### config.mk
export PLATFORM = sky130hd
export DESIGN_NAME = ctrl_store_loader
export DESIGN_NICKNAME = d
export VERILOG_FILES = /design/src/rtl/ctrl_pkg.sv /design/src/rtl/ctrl_store_ram.sv /design/src/rtl/ctrl_store_loader.sv
export SDC_FILE = /design/constraint.sdc
export NUM_CORES = 1
export LEC_CHECK = 0
export BUFFER_PORTS_ARGS = -buffer_cell sky130_fd_sc_hd__buf_2
export CELL_PAD_IN_SITES_DETAIL_PLACEMENT = 1
export CELL_PAD_IN_SITES_GLOBAL_PLACEMENT = 1
export CORE_ASPECT_RATIO = 0.6
export CORE_UTILIZATION = 35
export CTS_CLUSTER_DIAMETER = 30
export CTS_CLUSTER_SIZE = 28
export DETAILED_ROUTE_END_ITERATION = 10
export HOLD_SLACK_MARGIN = 0.12
export PLACE_DENSITY_LB_ADDON = 0.1
export SYNTH_ARGS = -nofsm -noshare
export SYNTH_HDL_FRONTEND = slang
export SYNTH_HIERARCHICAL = 1
export SYNTH_SLANG_ARGS = --single-unit
### constraint.sdc
create_clock -name clk -period 8.9 [get_ports clk]
set_input_delay 0.445 -clock clk [delete_from_list [all_inputs] [get_ports clk]]
set_output_delay 0.445 -clock clk [all_outputs]
set_load 0.005 [all_outputs]
### src/rtl/ctrl_pkg.sv
// Shared definitions for the control-store loader: default sizes, FSM states
// and the control-word field layout.
package ctrl_pkg;

    localparam int CS_ADDR_W = 6;
    localparam int CS_DATA_W = 20;
    localparam int CS_DEPTH  = 43;

    typedef enum logic [1:0] {
        ST_IDLE  = 2'd0,
        ST_LOAD  = 2'd1,
        ST_CHECK = 2'd2,
        ST_READY = 2'd3
    } state_t;

    // Bit positions of each field inside a 20-bit control word
    localparam int F_BRANCH    = 19;
    localparam int F_IMMSEL_HI = 18;
    localparam int F_IMMSEL_LO = 16;
    localparam int F_REGWRITE  = 15;
    localparam int F_UNSIGNED  = 14;
    localparam int F_ALUSRC    = 13;
    localparam int F_ASEL      = 12;
    localparam int F_ALUOP_HI  = 11;
    localparam int F_ALUOP_LO  = 8;
    localparam int F_MEMWRITE  = 7;
    localparam int F_STSIZE_HI = 6;
    localparam int F_STSIZE_LO = 5;
    localparam int F_LDTYPE_HI = 4;
    localparam int F_LDTYPE_LO = 2;
    localparam int F_WBSEL_HI  = 1;
    localparam int F_WBSEL_LO  = 0;

    typedef struct packed {
        logic       branch;
        logic [2:0] immsel;
        logic       regwrite;
        logic       is_unsigned;
        logic       alusrc;
        logic       asel;
        logic [3:0] aluop;
        logic       memwrite;
        logic [1:0] st_size;
        logic [2:0] ld_type;
        logic [1:0] wbsel;
    } ctrl_word_t;

endpackage

### src/rtl/ctrl_store_ram.sv
// Control-store array: synchronous write, registered read. A disabled read
// returns the all-zero NOP word.
module ctrl_store_ram #(
    parameter int ADDR_W = ctrl_pkg::CS_ADDR_W,
    parameter int DATA_W = ctrl_pkg::CS_DATA_W,
    parameter int DEPTH  = ctrl_pkg::CS_DEPTH
) (
    input  logic              clk,
    input  logic              rst_n,
    input  logic              wr_en,
    input  logic [ADDR_W-1:0] wr_addr,
    input  logic [DATA_W-1:0] wr_data,
    input  logic              rd_en,
    input  logic [ADDR_W-1:0] rd_addr,
    output logic [DATA_W-1:0] rd_data
);

    logic [DATA_W-1:0] mem [DEPTH];

    // Contents are never reset; the loader only exposes them once fully written
    always_ff @(posedge clk) begin
        if (wr_en) begin
            mem[wr_addr] <= wr_data;
        end
    end

    always_ff @(posedge clk or negedge rst_n) begin
        if (!rst_n) begin
            rd_data <= '0;
        end else if (rd_en) begin
            rd_data <= mem[rd_addr];
        end else begin
            rd_data <= '0;
        end
    end

endmodule

### src/rtl/ctrl_store_loader.sv
// Loads a DEPTH-word control store through a valid/ready stream and serves
// registered lookups once a complete image is held. Option: CTRL_STORE_CHECKSUM_EN.
module ctrl_store_loader
    import ctrl_pkg::*;
#(
    parameter int ADDR_W = CS_ADDR_W,
    parameter int DATA_W = CS_DATA_W,
    parameter int DEPTH  = CS_DEPTH
) (
    input  logic              clk,
    input  logic              rst_n,
    input  logic              ld_start,
    input  logic              ld_valid,
    input  logic [DATA_W-1:0] ld_data,
    output logic              ld_ready,
    output logic              ld_done,
    output logic              ld_err,
    output logic              store_ok,
    input  logic [ADDR_W-1:0] rd_addr,
    output logic [DATA_W-1:0] rd_data
);

    state_t            state;
    logic [ADDR_W-1:0] idx;
    logic              wr_en;
    logic              last_word;
    logic              start_ok;
    logic              rd_en;

    assign ld_ready  = (state == ST_LOAD) || (state == ST_CHECK);
    assign wr_en     = (state == ST_LOAD) && ld_valid;
    assign last_word = (idx == ADDR_W'(DEPTH - 1));
    assign start_ok  = ld_start && ((state == ST_IDLE) || (state == ST_READY));
    // Extra top bit keeps the range check correct even when DEPTH == 2**ADDR_W
    assign rd_en     = store_ok && ({1'b0, rd_addr} < (ADDR_W + 1)'(DEPTH));

`ifdef CTRL_STORE_CHECKSUM_EN
    logic [DATA_W-1:0] csum;

    always_ff @(posedge clk or negedge rst_n) begin
        if (!rst_n) begin
            csum   <= '0;
            ld_err <= 1'b0;
        end else if (start_ok) begin
            csum   <= '0;
            ld_err <= 1'b0;
        end else if (wr_en) begin
            csum <= csum ^ ld_data;
        end else if ((state == ST_CHECK) && ld_valid && (ld_data != csum)) begin
            ld_err <= 1'b1;
        end
    end
`else
    assign ld_err = 1'b0;
`endif

    always_ff @(posedge clk or negedge rst_n) begin
        if (!rst_n) begin
            state    <= ST_IDLE;
            idx      <= '0;
            ld_done  <= 1'b0;
            store_ok <= 1'b0;
        end else begin
            ld_done <= 1'b0;
            case (state)
                ST_IDLE, ST_READY: begin
                    if (ld_start) begin
                        state    <= ST_LOAD;
                        idx      <= '0;
                        store_ok <= 1'b0;
                    end
                end
                ST_LOAD: begin
                    if (ld_valid) begin
                        if (last_word) begin
`ifdef CTRL_STORE_CHECKSUM_EN
                            state <= ST_CHECK;
`else
                            state    <= ST_READY;
                            ld_done  <= 1'b1;
                            store_ok <= 1'b1;
`endif
                        end else begin
                            idx <= idx + 1'b1;
                        end
                    end
                end
`ifdef CTRL_STORE_CHECKSUM_EN
                ST_CHECK: begin
                    if (ld_valid) begin
                        if (ld_data == csum) begin
                            state    <= ST_READY;
                            ld_done  <= 1'b1;
                            store_ok <= 1'b1;
                        end else begin
                            state <= ST_IDLE;
                        end
                    end
                end
`endif
                default: state <= ST_IDLE;
            endcase
        end
    end

    ctrl_store_ram #(
        .ADDR_W (ADDR_W),
        .DATA_W (DATA_W),
        .DEPTH  (DEPTH)
    ) u_ram (
        .clk     (clk),
        .rst_n   (rst_n),
        .wr_en   (wr_en),
        .wr_addr (idx),
        .wr_data (ld_data),
        .rd_en   (rd_en),
        .rd_addr (rd_addr),
        .rd_data (rd_data)
    );

endmodule

# Word-level counts from Yosys, hierarchy flattened
# Memories as Yosys holds them, arrays and structs flattened.
# Index checks and enable logic that the tools add are counted.
dict set report classes {
  add_sub_neg 1
  n_bitwise 0
  n_lt_le_gt_ge 1
  n_shift 0
  eq_ne 8
  mul 0
  muxes 18
  reduce_logical 9
  div 0
}
# cell count
set ops {}
lappend ops {{$mux 20} 1}
lappend ops {{$mux 6} 3}
lappend ops {{$pmux 6 s2} 1}
lappend ops {{$mux 1} 8}
lappend ops {{$ne 2x2->1 const B} 4}
lappend ops {{$reduce_and 4->1} 2}
lappend ops {{$add 6x1->6 const B} 1}
lappend ops {{$eq 6x6->1 const B} 1}
lappend ops {{$lt 6x6->1 const B} 1}
lappend ops {{$mux 2} 3}
lappend ops {{$eq 2x2->1 const B} 2}
lappend ops {{$pmux 2 s2} 1}
lappend ops {{$reduce_and 3->1} 1}
lappend ops {{$eq 2x1->1 const B} 1}
lappend ops {{$logic_and 1x1->1} 2}
lappend ops {{$logic_not 2->1} 1}
lappend ops {{$pmux 1 s2} 1}
lappend ops {{$reduce_bool 2->1} 1}
lappend ops {{$reduce_or 2->1} 1}
lappend ops {{$logic_or 1x1->1} 1}
dict set report word_totals {
  rom_bits 0
  n_memories 1
  latchBits 0
  mem_bits_rw 860
  regBits 30
}
# name words width rd rd_clocked_by_memory_dff wr line
set mem_list {}
lappend mem_list {u_ram.mem 43 20 1 0 1 ctrl_store_ram.sv:18} ;# logic [DATA_W-1:0] mem [DEPTH];

# Logic depth before layout (Yosys ltp)
# Gate-level depths: netlist of run 1.
dict set report depth {
  depth_word 4
  depth_mapped 9
}

# By module
# Netlist of run 1, hierarchy kept.
# module cells_each area_each_um2 n_inst seq_area_each_um2
set by_module_without_submodules {}
lappend by_module_without_submodules {ctrl_store_ram 1596 34139.0 1 26325.2}
lappend by_module_without_submodules {ctrl_store_loader 68 645.6 1 250.2}

# Worst setup path after synthesis of run 1
# No wires, ideal clock.
dict set report synth_path {
  kind {reg2reg}
  from {register state[1]}
  to {memory u_ram/mem[16][0] in the netlist's numbering, enable pin}
  arrival_ps 3259
  synth_period_minus_slack_ps 3682
  path_stages_with_launch 8
  required_time_ps 8478
  path_slack_ps 5218
  cell_sequence {dfrtp_1 inv_1 ha_1 buf_4 and2_1 nor2b_1 or3b_2 nor3_1}
}
dict set report synth_between {
  elab_chain_len 4
}
# element line
set synth_lines {}
lappend synth_lines {{start, declared} ctrl_store_loader.sv:23} ;# state_t state;
lappend synth_lines {{start signal, assigned} ctrl_store_loader.sv:59} ;# state <= ST_IDLE;
lappend synth_lines {{start signal, assigned} ctrl_store_loader.sv:68} ;# state <= ST_LOAD;
lappend synth_lines {{start signal, assigned} ctrl_store_loader.sv:79} ;# state <= ST_READY;
lappend synth_lines {{$eq 2x1->1} ctrl_store_loader.sv:31} ;# assign wr_en = (state == ST_LOAD) && ld_valid;
lappend synth_lines {{$logic_and 1x1->1} ctrl_store_loader.sv:31}
lappend synth_lines {{named net wr_en} ctrl_store_loader.sv:25} ;# logic wr_en;
lappend synth_lines {{$mux 1} ctrl_store_ram.sv:22} ;# if (wr_en) begin
lappend synth_lines {{$mux 1 (implied by the code)} ctrl_store_ram.sv:23} ;# mem[wr_addr] <= wr_data;
lappend synth_lines {{end, declared} ctrl_store_ram.sv:18}
# The timed path passes the listed nets, and every way through them passes these cells.

# Worst setup path in the final report of run 1
dict set report layout_path {
  from {register state[1]}
  to {memory u_ram/mem[30][15] in the netlist's numbering, enable pin}
}
# The elaborated chain is that of the path after synthesis.

==> out/qor.yml, run 1 <==
status: "complete, no violations"
dp_hpwl_um: 58000
hold_viol_final: 0
drtAntennaViolNets: 0
htree_levels: 4
initial_core_util_pct: 35.4
synthesis.instances: 1664
avgSynthCellArea_um2: 20.9
cts_resized: 0
dieArea_um2: 101000
final-setup-viol-count: 0
period_needed_ns: 3.55
remaining_drc_errors: 0
rows: 89
grt_pass1_wl_um: 144000
grt_usage_pct: 20.8
tns_ns: 0
syn-num-nets: 1698
die_w_um: 409
syn_area_um2: 34800
cts_tree: "built"
core_area_um2: 98300
io_buffers: 52
path_class: "register to register"
wire_per_inst_um: 31.7
post-route-period-util_pct: 39.8
netlist_top_cells_area: "edfxtp_1 (74%), mux4_2 (10%), mux2i_1 (3.3%)"
grt_max_degree: 116
ys_ff_latch: 890
grt_pass1_vias: 18300
synth_common_cells: "edfxtp_1 (860), mux4_2 (154), mux2i_1 (113)"
cts.sinks: 890
powerDensity_nw_per_um2: 266
cts_buffer_depth: 3
yosysTopAreaCell: "edfxtp_1"
irDropWorstVdd_uv: 178
rsz0062_at_grt: "false"
yosys_warnings: 6
clk_pin_slew_ns: 0.05
vias_per_cell: 5.39
cts_buffers: 148
netlist.area_leader.share_pct: 74.2
dr.pass1.iters: 5
holdWs_ns: 0.292
min_path_type: "input port to register"
p_leak_nw: 13.4
tightest_slew_ns: 1.13
async_flop_share_pct: 3.37
gr-total-overflow: 0
fin_worst_skew_ns: 0.0190
insertion_delay_ns: 0.73
drive_gt1_share_pct: 31.1
vias: 17500
yosys_most_used_dff: "edfxtp_1"
maxCapViolations: 0
arrival_ns: 3.88
fin_nets: 1845
synth_cell_types: 52
max_slew_margin_pct: 24.5
wl_um: 103000
critPathMaxFanout: 20
power.total_mw: 11.0
antenna_found_initial: 11
ys_seq_area_share_pct: 76.4
slew_viol_final: 0
startpoint_type: "register"
worstPathRequired_ns: 9.24
die_h_um: 246
synth_edf_count: 860
pin_count: 54
cp-end-kind: "register"
drt-initial-drc-count: 1351
area_growth_syn_to_layout_pct: 19.2
fmax_mhz: 282
root_buffer: "clkbuf_16"
yosysMostFrequentCell: "edfxtp_1"
globalplace.congestion: 0.793
[critical path, stage by stage, from the launching register on]
cell	delay (ns)
dfrtp_1	0.40
inv_1	0.07
ha_1	0.50
and2_1	0.34
nor2b_1	0.39
nand4b_1	0.42
nor2_4	1.00
[timing repair]
action                                 4_1_cts  5_1_grt
hold buffers                                 2        0
setup buffers                                0        0
endpoints found under the hold margin       34        0
[metrics by stage]
stage | cells | worst slack, ns | util [%] | cell area, um2
4_1_cts | 3251 | 5.38 | 42.2 | 41500
3_5_place_dp | 2978 | 5.00 | 37.3 | 36600
5_1_grt | 3251 | 5.17 | 42.2 | 41500
2_1_floorplan | 1664 | 5.22 | - | 34800
6_report | 3253 | 5.35 | 42.2 | 41500
3_3_place_gp | 2978 | 4.96 | 37.3 | 36600
[worst paths after layout]
path | startpoint | to | slack [ns] | depth (start not counted)
max in group asynchronous | rst_n | u_ram/rd_data[11] | 7.84 | 2
min in group asynchronous | rst_n | idx[4] | 0.40 | 2
min | ld_start | state[1] | 0.29 | 4
min reg2reg | state[1] | state[1] | 0.56 | 2
max | state[1] | u_ram/mem[30][15] | 5.35 | 6
max reg2reg | state[1] | u_ram/mem[30][15] | 5.35 | 6
[per-layer routing]
metal | wire, um | GRT usage [%]
met1 | 48100 | 29.7
met2 | 45800 | 30.8
met3 | 6700 | 5.41
met4 | 2650 | 7.26
met5 | 0 | 0
[placed cells by master, fill, tap and decap left out, types with 10 or more instances in the layout]
cell type and count:
edfxtp_1 860, mux4_2 154, clkbuf_16 151, mux2i_1 113
nand2_1 76, mux2_2 69, buf_2 49, buf_4 32
nor2b_1 30, clkbuf_1 30, dfrtp_1 30, nor2_4 26
nand4_1 22, a22oi_1 20, a311oi_1 20, clkinv_1 19
clkinv_2 17, inv_6 16, clkinvlp_4 14, bufinv_16 13
nor2_2 13, a21oi_1 12, a2bb2oi_1 11, a221oi_2 11
o21ai_0 10
[cells by family after synthesis]
kind of cell / Yosys count / synth area share, %
AO/OA/AOI/OAI: 111 / 2.67
AND/OR/NAND/NOR: 220 / 3.11
flip-flops: 890 / 76.4
multiplexers: 342 / 15.9
other: 1 / 0.0108
adder cells (fa/ha/maj): 4 / 0.144
buffers and inverters: 96 / 1.76
[where the power goes]
group	total (mW)	internal (mW)	switching, mW	leakage (nW)
logic	0.706	0.230	0.476	3.01
clock network	5.51	3.52	2.00	2.31
registers	4.80	4.69	0.110	8.12
total	11.0	8.44	2.58	13.4
[cell type report]
cell class | instances | area (um2)
tap | 1319 | 1650
multi-input combinational | 678 | 7850
clock inverter | 87 | 873
inverter | 6 | 22.5
clock buffer | 184 | 3930
timing repair buffer | 87 | 576
fill | 9089 | 56800
sequential | 890 | 26600
antenna | 2 | 5.00
[registers in the layout, summed over array words and instances (netlist names)]
| register | flops |
|---|---|
| idx | 6 |
| u_ram/rd_data | 20 |
| ld_done | 1 |
| u_ram/mem | 860 |
| state | 2 |
| store_ok | 1 |
Note: power is estimated with default switching activity, not from simulation.
==> run 2: changes to the inputs <==
--- a/config.mk
+++ b/config.mk
@@ -5,6 +5,7 @@
 export SDC_FILE = /design/constraint.sdc
 export NUM_CORES = 1
 export LEC_CHECK = 0
+export ABC_AREA = 1
 export BUFFER_PORTS_ARGS = -buffer_cell sky130_fd_sc_hd__buf_2
 export CELL_PAD_IN_SITES_DETAIL_PLACEMENT = 1
 export CELL_PAD_IN_SITES_GLOBAL_PLACEMENT = 1
==> constraint.sdc (replaced) <==
create_clock -name clk -period 3.6 [get_ports clk]
set_input_delay 0.18 -clock clk [delete_from_list [all_inputs] [get_ports clk]]
set_output_delay 0.18 -clock clk [all_outputs]
set_load 0.005 [all_outputs]
==> run 2 against run 1 <==
Critical path depth grew 1. Design area grew 7.8%. Setup slack lost 4.7 ns. Largest cell class unchanged. Largest power group unchanged.
==> out/qor.yml, run 2 <==
path_class: "register to register"
fin_cells: 5107
fillers: 11300
critPathMaxStageDelay_ns: 0.52
startpoint_type: "register"
holdWs_ns: 0.205
largest-register: "u_ram/mem"
initial_core_util_pct: 35.5
io_buffers: 52
ys_seq_area_share_pct: 70.9
worstReg2RegStart: "state[1]"
cts.sinks: 890
grt_max_degree: 76
avgSynthCellArea_um2: 10.9
dr.pass1.iters: 5
die_h_um: 255
die_w_um: 424
wl_um: 128000
drtAntennaViolNets: 0
grt_pass1_vias: 26800
powerDensity_nw_per_um2: 618
fin_nets: 3608
irDropWorstVdd_uv: 488
cp-startpoint: "state[1]"
hold_start: "ld_data[11]"
vias: 26100
yosysTopAreaCell: "edfxtp_1"
final_common_cell: "nand2_1"
area_growth_syn_to_layout_pct: 19.4
yosys_warnings: 6
synth_common_cells: "nand2_1 (1029), edfxtp_1 (860), nand3_1 (490)"
arrival_ns: 3.36
worstPathRequired_ns: 4.00
rsz0062_at_grt: "false"
tns_ns: 0
status: "complete, no violations"
path_cells: "inv_1, ha_1, nand2_1, inv_1, nand3_1, nor2_2, buf_4"
critPathMaxFanout: 20
ys_ff_latch: 890
tightest_slew_ns: 1.23
min_path_type: "input port to register"
crit_top_cell: "inv_1"
antenna_found_initial: 10
hold_viol_final: 0
syn_area_um2: 37500
max_slew_margin_pct: 17.9
largestRegisters: "u_ram/mem (860), u_ram/rd_data (20), idx (6)"
cts_setup_buffers: 0
cts_tree: "built"
yosys_most_used_dff: "edfxtp_1"
drive_gt1_share_pct: 12.4
syn-num-nets: 3474
cts_resized: 0
globalplace.congestion: 0.822
remaining_drc_errors: 0
vias_per_cell: 5.11
yosysMostFrequentCell: "nand2_1"
drt-initial-drc-count: 2415
placed_cells: 4820
period_needed_ns: 2.95
synthesis.instances: 3440
post-route-period-util_pct: 82.1
insertion_delay_ns: 0.74
wire_per_inst_um: 25.0
grt_usage_pct: 23.8
largest_register_ffs: 860
synth_edf_count: 860
async_flop_share_pct: 3.37
fin_worst_skew_ns: 0.0350
final-setup-viol-count: 0
htree_levels: 4
p_leak_nw: 17.6
gr-total-overflow: 0
crit_family: "simple AND/OR/NAND/NOR gates"
core_area_um2: 106000
final_cell_mix: "nand2_1 (1029), edfxtp_1 (860), nand3_1 (490)"
pin_count: 54
crit_slowest_cell: "nand3_1"
netlist_top_cells_area: "edfxtp_1 (69%), nand2_1 (10%), nand3_1 (6.5%)"
synth_cell_types: 30
crit_buf_inv: 3
root_buffer: "clkbuf_16"
final_util_pct: 42.4
netlist.area_leader.share_pct: 68.9
cp-end-kind: "register"
maxCapViolations: 0
clk_pin_slew_ns: 0.05
cts_buffer_depth: 3
fmax_mhz: 338
dp_hpwl_um: 75400
grt_pass1_wl_um: 186000
rows: 92
dieArea_um2: 108000
cts_buffers: 148
slew_viol_final: 0
run 2: cell types whose count changed in the layout (fill, tap and decap cells not counted), moves of 113 or more:
cell     before   now
inv_1         5   373
mux2i_1     113     0
mux4_2      154     0
nor2_1        7   197
nand3_1       9   490
nand2_1      76  1029
run 2: cell type report:
cell class | instances | area (um2) | share of cell area (%)
Antenna cell | 8 | 20.0 | 0.0448
Clock buffer | 178 | 4000 | 8.94
Clock inverter | 87 | 915 | 2.05
Inverter | 380 | 1450 | 3.24
Multi-Input combinational cell | 1981 | 8600 | 19.2
Sequential cell | 890 | 26600 | 59.4
Tap cell | 1410 | 1760 | 3.95
Timing Repair Buffer | 173 | 1400 | 3.13
run 2: cell families after synthesis:
family | synth area share (%)
DFF | 70.9
buffers and inverters | 6.41
adders and majority gates | 0.134
other | 0.0100
and+or+nand+nor | 19.6
AOI/OAI and AO/OA | 2.94
run 2: metrics by stage:
step	worst slack [ns]	total power, mW	area (um2)
floorplan	0.971	12.9	37500
global placement	0.693	13.7	39600
detailed placement	0.689	13.8	39600
CTS	0.664	27.9	44700
global route	0.511	28.5	44700
finish	0.645	27.6	44700
run 2: final timing paths:
path / to / slack (ns) / cells past startpoint
min in group asynchronous: u_ram/rd_data[15] / 0.64 / 3
min reg2reg: state[0] / 0.59 / 2
max reg2reg: u_ram/mem[27][12] / 0.65 / 7
min: u_ram/mem[30][11] / 0.21 / 1
max: u_ram/mem[27][12] / 0.65 / 7
max in group asynchronous: u_ram/rd_data[16] / 1.71 / 4
run 2: what timing repair did:
action	4_1_cts	5_1_grt
endpoints found under the hold margin	158	0
endpoints found under the setup margin	0	0
hold buffers	14	0
run 2: power breakdown:
group          switching [mW]  internal (mW)
registers              0.0998           11.6
clock network            5.05           8.98
logic                    1.51          0.434
total                    6.65           21.0
run 2: routing by layer:
| metal | vias up | GRT usage [%] | wire length (um) | share of wire [%] |
|---|---|---|---|---|
| met3 | 179 | 5.05 | 9160 | 7.2 |
| met5 | - | 0 | 13 | 0.010 |
| met1 | 13300 | 35.5 | 61200 | 48 |
| met2 | 765 | 34.3 | 54500 | 43 |
| met4 | 2 | 7.16 | 2750 | 2.2 |
| li1 | 11800 | - | - | - |
